**src/rtl/ibex_fp_pkg.sv**
```systemverilog
// Shared FPU types for the issue path: opcode enum, issue-buffer entry and opcode helpers.
package ibex_fp_pkg;

    typedef enum logic [5:0] {
        FPU_NOP     = 6'd0,
        FPU_ADD     = 6'd1,
        FPU_SUB     = 6'd2,
        FPU_MUL     = 6'd3,
        FPU_DIV     = 6'd4,
        FPU_SQRT    = 6'd5,
        FPU_MADD    = 6'd6,
        FPU_MSUB    = 6'd7,
        FPU_NMADD   = 6'd8,
        FPU_NMSUB   = 6'd9,
        FPU_MIN     = 6'd10,
        FPU_MAX     = 6'd11,
        FPU_SGNJ    = 6'd12,
        FPU_CMP     = 6'd13,
        FPU_CVT_F2I = 6'd14,
        FPU_CVT_I2F = 6'd15,
        FPU_CLASS   = 6'd16
    } fpu_op_e;

    // Encodings at or above this count are not defined operations.
    localparam int unsigned FpuNumOps = 17;

    typedef struct packed {
        fpu_op_e     op;
        logic [2:0]  rm;
        logic [4:0]  tag;
        logic [31:0] a;
        logic [31:0] b;
        logic [31:0] c;
    } fpu_issue_entry_t;

    function automatic logic is_iter_op(fpu_op_e op);
        return (op == FPU_DIV) || (op == FPU_SQRT);
    endfunction

    // True for a defined, non-NOP opcode; anything else is dropped at the input.
    function automatic logic is_issuable(logic [5:0] op);
        return (op != FPU_NOP) && (32'(op) < FpuNumOps);
    endfunction

endpackage

```
**src/rtl/fpu_issue_fifo.sv**
```systemverilog
// Generic DEPTH-entry FIFO of FPU issue entries with synchronous flush.
module fpu_issue_fifo
    import ibex_fp_pkg::*;
#(
    parameter int unsigned DEPTH = 4,
    localparam int unsigned PtrW = $clog2(DEPTH),
    localparam int unsigned CntW = $clog2(DEPTH) + 1
) (
    input  logic             clk_i,
    input  logic             rst_i,
    input  logic             flush_i,
    input  logic             push_i,
    input  fpu_issue_entry_t wdata_i,
    input  logic             pop_i,
    output fpu_issue_entry_t rdata_o,
    output logic [CntW-1:0]  count_o,
    output logic             full_o,
    output logic             empty_o
);

    fpu_issue_entry_t mem_q [DEPTH];

    logic [PtrW-1:0] wr_ptr_q, wr_ptr_d;
    logic [PtrW-1:0] rd_ptr_q, rd_ptr_d;
    logic [CntW-1:0] count_q, count_d;
    logic            push_ok, pop_ok;

    assign full_o  = (count_q == CntW'(DEPTH));
    assign empty_o = (count_q == '0);
    assign push_ok = push_i && !full_o && !flush_i;
    assign pop_ok  = pop_i && !empty_o && !flush_i;

    always_comb begin
        wr_ptr_d = wr_ptr_q;
        rd_ptr_d = rd_ptr_q;
        count_d  = count_q;
        if (flush_i) begin
            wr_ptr_d = '0;
            rd_ptr_d = '0;
            count_d  = '0;
        end else begin
            // Power-of-two depth: pointer overflow is the modulo wrap.
            if (push_ok) begin
                wr_ptr_d = wr_ptr_q + PtrW'(1);
            end
            if (pop_ok) begin
                rd_ptr_d = rd_ptr_q + PtrW'(1);
            end
            unique case ({push_ok, pop_ok})
                2'b10:   count_d = count_q + CntW'(1);
                2'b01:   count_d = count_q - CntW'(1);
                default: count_d = count_q;
            endcase
        end
    end

    always_ff @(posedge clk_i or posedge rst_i) begin
        if (rst_i) begin
            wr_ptr_q <= '0;
            rd_ptr_q <= '0;
            count_q  <= '0;
        end else begin
            wr_ptr_q <= wr_ptr_d;
            rd_ptr_q <= rd_ptr_d;
            count_q  <= count_d;
        end
    end

    always_ff @(posedge clk_i) begin
        if (push_ok) begin
            mem_q[wr_ptr_q] <= wdata_i;
        end
    end

    assign rdata_o = mem_q[rd_ptr_q];
    assign count_o = count_q;

endmodule

```
**src/rtl/fpu_issue_buffer.sv**
```systemverilog
// Decode-to-FPU issue buffer that stalls behind iterative DIV/SQRT until the FPU reports done.
// Optional FPU_ISSUE_BYPASS_EN: zero-latency pass-through when the buffer is empty and idle.
module fpu_issue_buffer
    import ibex_fp_pkg::*;
#(
    parameter int unsigned DEPTH = 4
) (
    input  logic                     clk_i,
    input  logic                     rst_i,
    input  logic                     in_valid_i,
    output logic                     in_ready_o,
    input  logic [5:0]               in_op_i,
    input  logic [2:0]               in_rm_i,
    input  logic [4:0]               in_tag_i,
    input  logic [31:0]              in_a_i,
    input  logic [31:0]              in_b_i,
    input  logic [31:0]              in_c_i,
    output logic                     out_valid_o,
    input  logic                     out_ready_i,
    output logic [5:0]               out_op_o,
    output logic [2:0]               out_rm_o,
    output logic [4:0]               out_tag_o,
    output logic [31:0]              out_a_o,
    output logic [31:0]              out_b_o,
    output logic [31:0]              out_c_o,
    output logic                     out_iter_o,
    input  logic                     iter_done_i,
    input  logic                     flush_i,
    output logic [$clog2(DEPTH):0]   count_o,
    output logic                     busy_o
);

    typedef enum logic [0:0] {StIssue, StWaitIter} state_e;

    state_e state_q, state_d;

    fpu_issue_entry_t in_entry, head_entry, out_entry;
    logic             op_ok;
    logic             accept, bypass, head_valid, issue;
    logic             fifo_push, fifo_pop, fifo_full, fifo_empty;

    assign op_ok    = is_issuable(in_op_i);
    assign in_entry = '{
        op:  op_ok ? fpu_op_e'(in_op_i) : FPU_NOP,
        rm:  in_rm_i,
        tag: in_tag_i,
        a:   in_a_i,
        b:   in_b_i,
        c:   in_c_i
    };

    assign in_ready_o = !fifo_full && !flush_i;
    assign accept     = in_valid_i && in_ready_o;
    assign head_valid = !fifo_empty && (state_q == StIssue) && !flush_i;

`ifdef FPU_ISSUE_BYPASS_EN
    assign bypass    = fifo_empty && (state_q == StIssue) && in_valid_i && out_ready_i && op_ok &&
                       !flush_i;
    assign out_entry = bypass ? in_entry : head_entry;
`else
    assign bypass    = 1'b0;
    assign out_entry = head_entry;
`endif

    assign out_valid_o = head_valid || bypass;
    assign issue       = out_valid_o && out_ready_i;
    // Bypassed ops never touch storage: no write and no pop.
    assign fifo_push   = accept && op_ok && !bypass;
    assign fifo_pop    = issue && !bypass;

    fpu_issue_fifo #(
        .DEPTH (DEPTH)
    ) u_fifo (
        .clk_i   (clk_i),
        .rst_i   (rst_i),
        .flush_i (flush_i),
        .push_i  (fifo_push),
        .wdata_i (in_entry),
        .pop_i   (fifo_pop),
        .rdata_o (head_entry),
        .count_o (count_o),
        .full_o  (fifo_full),
        .empty_o (fifo_empty)
    );

    assign out_op_o   = out_entry.op;
    assign out_rm_o   = out_entry.rm;
    assign out_tag_o  = out_entry.tag;
    assign out_a_o    = out_entry.a;
    assign out_b_o    = out_entry.b;
    assign out_c_o    = out_entry.c;
    assign out_iter_o = is_iter_op(out_entry.op);

    always_comb begin
        state_d = state_q;
        unique case (state_q)
            StIssue: begin
                if (issue && out_iter_o) begin
                    state_d = StWaitIter;
                end
            end
            StWaitIter: begin
                if (iter_done_i) begin
                    state_d = StIssue;
                end
            end
            default: state_d = StIssue;
        endcase
        if (flush_i) begin
            state_d = StIssue;
        end
    end

    always_ff @(posedge clk_i or posedge rst_i) begin
        if (rst_i) begin
            state_q <= StIssue;
        end else begin
            state_q <= state_d;
        end
    end

    assign busy_o = (state_q == StWaitIter);

endmodule

```
**config.mk**
```make
export PLATFORM = sky130hd
export DESIGN_NAME = fpu_issue_buffer
export DESIGN_NICKNAME = d
export VERILOG_FILES = /design/src/rtl/ibex_fp_pkg.sv /design/src/rtl/fpu_issue_fifo.sv /design/src/rtl/fpu_issue_buffer.sv
export SDC_FILE = /design/constraint.sdc
export NUM_CORES = 1
export LEC_CHECK = 0
export ABC_AREA = 1
export CAP_MARGIN = 20
export CORE_MARGIN = 10
export CORE_UTILIZATION = 42
export CTS_CLUSTER_DIAMETER = 50
export DETAILED_ROUTE_END_ITERATION = 7
export GPL_TIMING_DRIVEN = 0
export PLACE_DENSITY = 0.66
export SKIP_CTS_REPAIR_TIMING = 1
export SYNTH_ARGS = -nofsm -noshare
export SYNTH_HDL_FRONTEND = slang
export SYNTH_HIERARCHICAL = 1
export SYNTH_SLANG_ARGS = --single-unit
```
**constraint.sdc**
```tcl
create_clock -name clk_i -period 6.35 [get_ports clk_i]
set_input_delay 1.27 -clock clk_i [delete_from_list [all_inputs] [get_ports clk_i]]
set_output_delay 1.27 -clock clk_i [all_outputs]
set_load 0.01 [all_outputs]
```
==> results of run 1 <==
[Yosys cell counts, types with 12 or more instances]
| master | n | area, um2 |
|---|---|---|
| nand2_1 | 25 | 93.8 |
| edfxtp_1 | 440 | 13200 |
| nor2_1 | 142 | 533 |
| inv_1 | 25 | 93.8 |
| clkbuf_1 | 28 | 105 |
| o22ai_2 | 90 | 1130 |
| buf_6 | 12 | 135 |
| o21ai_1 | 82 | 410 |
| o22ai_1 | 20 | 125 |
| o21ai_0 | 142 | 711 |
| nor2_2 | 93 | 582 |
| buf_2 | 19 | 95.1 |
[per-layer routing]
metal  wire length (um)  up-vias  global-route usage  share of wire
met2              22000      323               0.288           0.49
met3               3130       63              0.0386          0.070
met1              18700     5446               0.220           0.42
met4               1050        4              0.0595          0.023
li1                   -     5001                   -              -
met5                 23        -                   0        0.00051
[cell families (layout without fill, tap and decap cells)]
family | count (synthesis) | after routing | synth area share
AO/OA/AOI/OAI | 339 | 339 | 0.135
flip-flops | 448 | 448 | 0.750
other | 1 | 6 | 0.000210
adder cells (fa/ha/maj) | 5 | 5 | 0.00392
buffers and inverters | 101 | 438 | 0.0373
XOR/XNOR | 1 | 1 | 0.000490
AND/OR/NAND/NOR | 275 | 275 | 0.0739
[path summary, 6_finish.rpt]
check / depth (start not counted) / start / slack [ns] / to
worst max-delay path: 8 / u_fifo/rd_ptr_q[1] / 2.08 / out_iter_o
worst min register to register: 1 / u_fifo/wr_ptr_q[0] / 0.56 / u_fifo/wr_ptr_q[0]
max in group asynchronous: 2 / rst_i / 5.12 / u_fifo/count_o[0]
min in group asynchronous: 2 / rst_i / 0.88 / busy_o
worst min-delay path: 1 / u_fifo/wr_ptr_q[0] / 0.56 / u_fifo/wr_ptr_q[0]
worst max register to register: 11 / u_fifo/count_o[0] / 3.27 / u_fifo/mem_q[0][41]
[power by group through the flow]
stage	combinational [uW]	clock, uW	sequential [uW]
final	1210	2540	3300
after global routing	1310	2730	3310
after CTS	1240	2620	3300
after detailed placement	1230	0	3360
after global placement	1210	0	3370
after floorplan	623	0	3370
[per-stage QoR]
stage	setup TNS, ns	setup WS, ns	util
floorplan	-319.21	-0.725	-
global placement	-2392.26	-5.63	0.497
detailed placement	0	2.07	0.508
CTS	0	1.98	0.542
global route	0	1.87	0.542
finish	0	2.08	0.542
[worst reg2reg max path: cells and delay by family, from the launching register on]
family | cells | cell delay, ns
buffers and inverters | 4 | 0.71
DFF | 1 | 0.45
and+or+nand+nor | 7 | 1.61
[cell type report]
class,count,area share
plain buffers,72,0.0245
well taps,539,0.0296
repair buffers,250,0.120
multi-input cells,624,0.169
diodes,2,0.000220
inverters,29,0.00478
clock buffers,63,0.0561
clock inverters,24,0.00692
flip-flops and latches,448,0.589
[flip-flops by register name (all words and copies together) (netlist names)]
name,cells
u_fifo/rd_ptr_q,2
u_fifo/wr_ptr_q,2
busy_o,1
u_fifo/count_o,3
u_fifo/mem_q,440
==> impl_metrics.yaml, run 1 <==
clock_network:
  clk_pin_slew_ns: 0.06
  numCtsBuffers: 49
  clk_latency_ns: 0.58
  h-tree-depth: 2
  cts.root.buffer_cell: "clkbuf_16"
  cts_tree: "done"
  clockBufferDepth: 3
  clock-sinks: 448
pwr:
  internal-power_uw: 5260
  seq_power_share: 0.468
  total_power_uw: 7060
  swShare: 0.255
  ir_drop_uv: 190
  clockPowerShare: 0.360
  switching_power_uw: 1800
  p_comb_frac: 0.172
  p_leak_uw: 0.00756
  powerDensity_nw_per_um2: 310
detailed_routing:
  avgRoutedWirePerCell_um: 21.9
  first_iter_violations: 843
  drc: 0
  wl_um: 44900
  ant_nets: 0
  first_pass_iters: 5
  vias: 10800
  viasPerCell: 5.28
logic_synthesis:
  ys_seq_area_frac: 0.750
  synth-async-reset-ratio: 0.0179
  synth.cell_area_um2: 17900
  yosysWarnings: 6
  syn_inst: 1170
  postSynthAreaPerCell_um2: 15.3
  synth-edff-count: 440
  ys.flop_type: "edfxtp_1"
  synth_seq_cells: 448
  yosysUniqueCellTypes: 29
timing:
  setup_viol_count_final: 0
  timing.hold.ws_ns: 0.563
  fin_skew_ns: 0.0158
  worst_slew_pin_slew_ns: 0.772
  slew_violations: 0
  min_period_over_period: 0.673
  hold_viol: 0
  rsz0062_at_grt: "false"
  slew_headroom: 0.484
  max_freq_ghz: 0.234
  period_minus_slack_ns: 4.27
floorplan:
  initial_core_util: 0.426
  coreArea_um2: 42000
  die_h_um: 226
  io_pins: 233
  core.rowCount: 75
  dieArea_um2: 51300
  die_w_um: 226
finish:
  final_cell_mix: "440 x edfxtp_1, 232 x clkdlybuf4s50_1, 142 x o21ai_0"
  final_net_count: 1595
  stdcell_count: 2051
  fillCellCount: 3442
  drive_gt1_frac: 0.217
  final_common_cell: "edfxtp_1"
  area_growth_pct: 27.3
  seqCellArea_um2: 13400
  multi_input_area_um2: 3850
  stdcell_area_um2: 22800
placement:
  dp_cells: 1962
  routabilityCongestion: 0.755
  hpwl_um: 29100
  io_buffers: 232
  placed_area_um2: 21300
global_route:
  grt_antenna_before_repair: 4
  first_global_vias: 11300
  grt_pass1_wl_um: 67400
  grt-ovfl-total: 0
  grt_max_degree: 29
  globalRouteTotalUtil: 0.173
setup_path:
  endpoint_kind: "output port"
  path_cells: "inv_2 > buf_4 > clkbuf_1 > o21ai_0 > o22ai_2 > nand2_1 > nor2_2 > clkdlybuf4s50_1"
  crit_path_max_incr_delay_ns: 0.56
  cp-start-kind: "flip-flop"
  cp_num_buf_inv: 4
  cp_slowest_cell: "clkdlybuf4s50_1"
  path_class: "reg -> out"
  crit_family: "buffers and inverters"
  cp.arrival_ns: 3.00
  path_max_fanout: 10
  cp_data_required_time_ns: 5.08
run_status:
  status: "finished, final reports clean"
min_path:
  hp-class: "reg -> reg"
job:
  maxCapViolCount: 0
Note: power is estimated with default switching activity, not from simulation.
==> run 2: changes to the inputs <==
--- a/config.mk
+++ b/config.mk
@@ -12,7 +12,6 @@
 export CTS_CLUSTER_DIAMETER = 50
 export DETAILED_ROUTE_END_ITERATION = 7
 export GPL_TIMING_DRIVEN = 0
-export PLACE_DENSITY = 0.66
 export SKIP_CTS_REPAIR_TIMING = 1
 export SYNTH_ARGS = -nofsm -noshare
 export SYNTH_HDL_FRONTEND = slang
==> constraint.sdc (replaced) <==
create_clock -name clk_i -period 4.3 [get_ports clk_i]
set_input_delay 0.86 -clock clk_i [delete_from_list [all_inputs] [get_ports clk_i]]
set_output_delay 0.86 -clock clk_i [all_outputs]
set_load 0.01 [all_outputs]
==> run 2 against run 1 <==
Clock power up 50%; critical path type unchanged; worst setup slack worse by 1.7 ns; cell count down 0.29%; register-to-register slack worse by 2.1 ns; largest power group unchanged.
==> impl_metrics.yaml, run 2 (synthesis results as in run 1) <==
run_status:
  status: "finished, final reports clean"
pwr:
  powerDensity_nw_per_um2: 461
  seq_power_share: 0.466
  internal-power_uw: 7850
  ir_drop_uv: 360
  p_comb_frac: 0.171
  total_power_uw: 10500
  clockPowerShare: 0.363
  p_leak_uw: 0.00754
  swShare: 0.251
  switching_power_uw: 2630
clock_network:
  clk_latency_ns: 0.57
  cts_tree: "done"
  clockBufferDepth: 3
  clock-sinks: 448
  clk_pin_slew_ns: 0.06
  numCtsBuffers: 47
  cts.root.buffer_cell: "clkbuf_16"
  h-tree-depth: 2
job:
  maxCapViolCount: 0
floorplan:
  core.rowCount: 75
  io_pins: 233
  dieArea_um2: 51300
  coreArea_um2: 42000
  die_w_um: 226
  initial_core_util: 0.426
  die_h_um: 226
timing:
  rsz0062_at_grt: "false"
  max_freq_ghz: 0.254
  setup_viol_count_final: 0
  timing.hold.ws_ns: 0.512
  hold_viol: 0
  period_minus_slack_ns: 3.93
  slew_violations: 0
  min_period_over_period: 0.914
  fin_skew_ns: 0.0157
  worst_slew_pin_slew_ns: 0.672
  timing.setup.tns_ns: 0
  slew_headroom: 0.551
  fin_ws_ns: 0.370
detailed_routing:
  ant_nets: 0
  drc: 0
  first_iter_violations: 763
  viasPerCell: 5.19
  vias: 10600
  avgRoutedWirePerCell_um: 22.1
  first_pass_iters: 5
  wl_um: 45200
finish:
  multi_input_area_um2: 3850
  area_growth_pct: 27.0
  final_net_count: 1592
  stdcell_area_um2: 22700
  seqCellArea_um2: 13400
  fillCellCount: 3533
  largest_reg_flops: 440
  final_common_cell: "edfxtp_1"
  final_cell_mix: "440 x edfxtp_1, 232 x clkdlybuf4s50_1, 142 x o21ai_0"
  drive_gt1_frac: 0.218
  insertedDiodeCount: 0
  top_register: "u_fifo/mem_q"
global_route:
  grt-ovfl-total: 0
  grt_pass1_wl_um: 68000
  grt_max_degree: 29
  first_global_vias: 11000
  grt_antenna_before_repair: 0
  globalRouteTotalUtil: 0.175
setup_path:
  path_max_fanout: 10
  rrSetupSlack_ns: 1.20
  cp_data_required_time_ns: 3.44
  cp-start-kind: "flip-flop"
  endpoint_kind: "output port"
  r2r-end: "u_fifo/mem_q[3][5]"
  path_class: "reg -> out"
  ff2ff_path_depth: 11
  cp.arrival_ns: 3.07
  r2r_start: "u_fifo/count_o[0]"
placement:
  routabilityCongestion: 0.737
  hpwl_um: 29100
  placed_area_um2: 21300
  io_buffers: 232
  post-place-ws_ns: 0.330
min_path:
  hp-class: "in -> async"
[run 2: per-stage QoR]
stage	util	instances
finish	0.540	2045
global route	0.540	2045
global placement	0.497	1944
detailed placement	0.506	1961
floorplan	-	1173
CTS	0.540	2045
[run 2: layout make-up]
class | instances | share of cell area
plain buffers | 72 | 0.0246
well taps | 539 | 0.0297
inverters | 29 | 0.00479
clock buffers | 59 | 0.0538
clock inverters | 25 | 0.00914
repair buffers | 249 | 0.118
flip-flops and latches | 448 | 0.591
multi-input cells | 624 | 0.170
[run 2: critical path, stage by stage (launching register included)]
cell	delay, ns
dfrtp_1	0.41
inv_2	0.11
buf_4	0.26
clkbuf_1	0.45
o21ai_0	0.20
o22ai_2	0.16
nand2_1	0.12
nor2_2	0.16
clkdlybuf4s50_1	0.63
[run 2: power groups by stage]
stage	clock network [uW]	registers [uW]	logic [uW]
4_1_cts	3900	4880	1830
6_report	3810	4880	1790
3_3_place_gp	0	4980	1800
3_5_place_dp	0	4970	1820
5_1_grt	4060	4880	1940
2_1_floorplan	0	4970	921
[run 2: worst max path at each step]
stage                       start  depth (start not counted)                  end
4_1_cts        u_fifo/rd_ptr_q[1]                          8           out_iter_o
3_5_place_dp              flush_i                          9  u_fifo/mem_q[3][91]
5_1_grt        u_fifo/rd_ptr_q[1]                          8           out_iter_o
3_3_place_gp              flush_i                          6  u_fifo/mem_q[3][40]
6_report       u_fifo/rd_ptr_q[1]                          8           out_iter_o
2_1_floorplan          in_op_i[2]                          7   u_fifo/mem_q[0][0]
[run 2: layer usage]
metal | part of all wire | vias up | track usage
met2 | 0.48 | 272 | 0.284
met5 | 0 | - | 0
li1 | - | 4982 | -
met4 | 0.018 | 0 | 0.0422
met1 | 0.44 | 5295 | 0.234
met3 | 0.057 | 56 | 0.0410
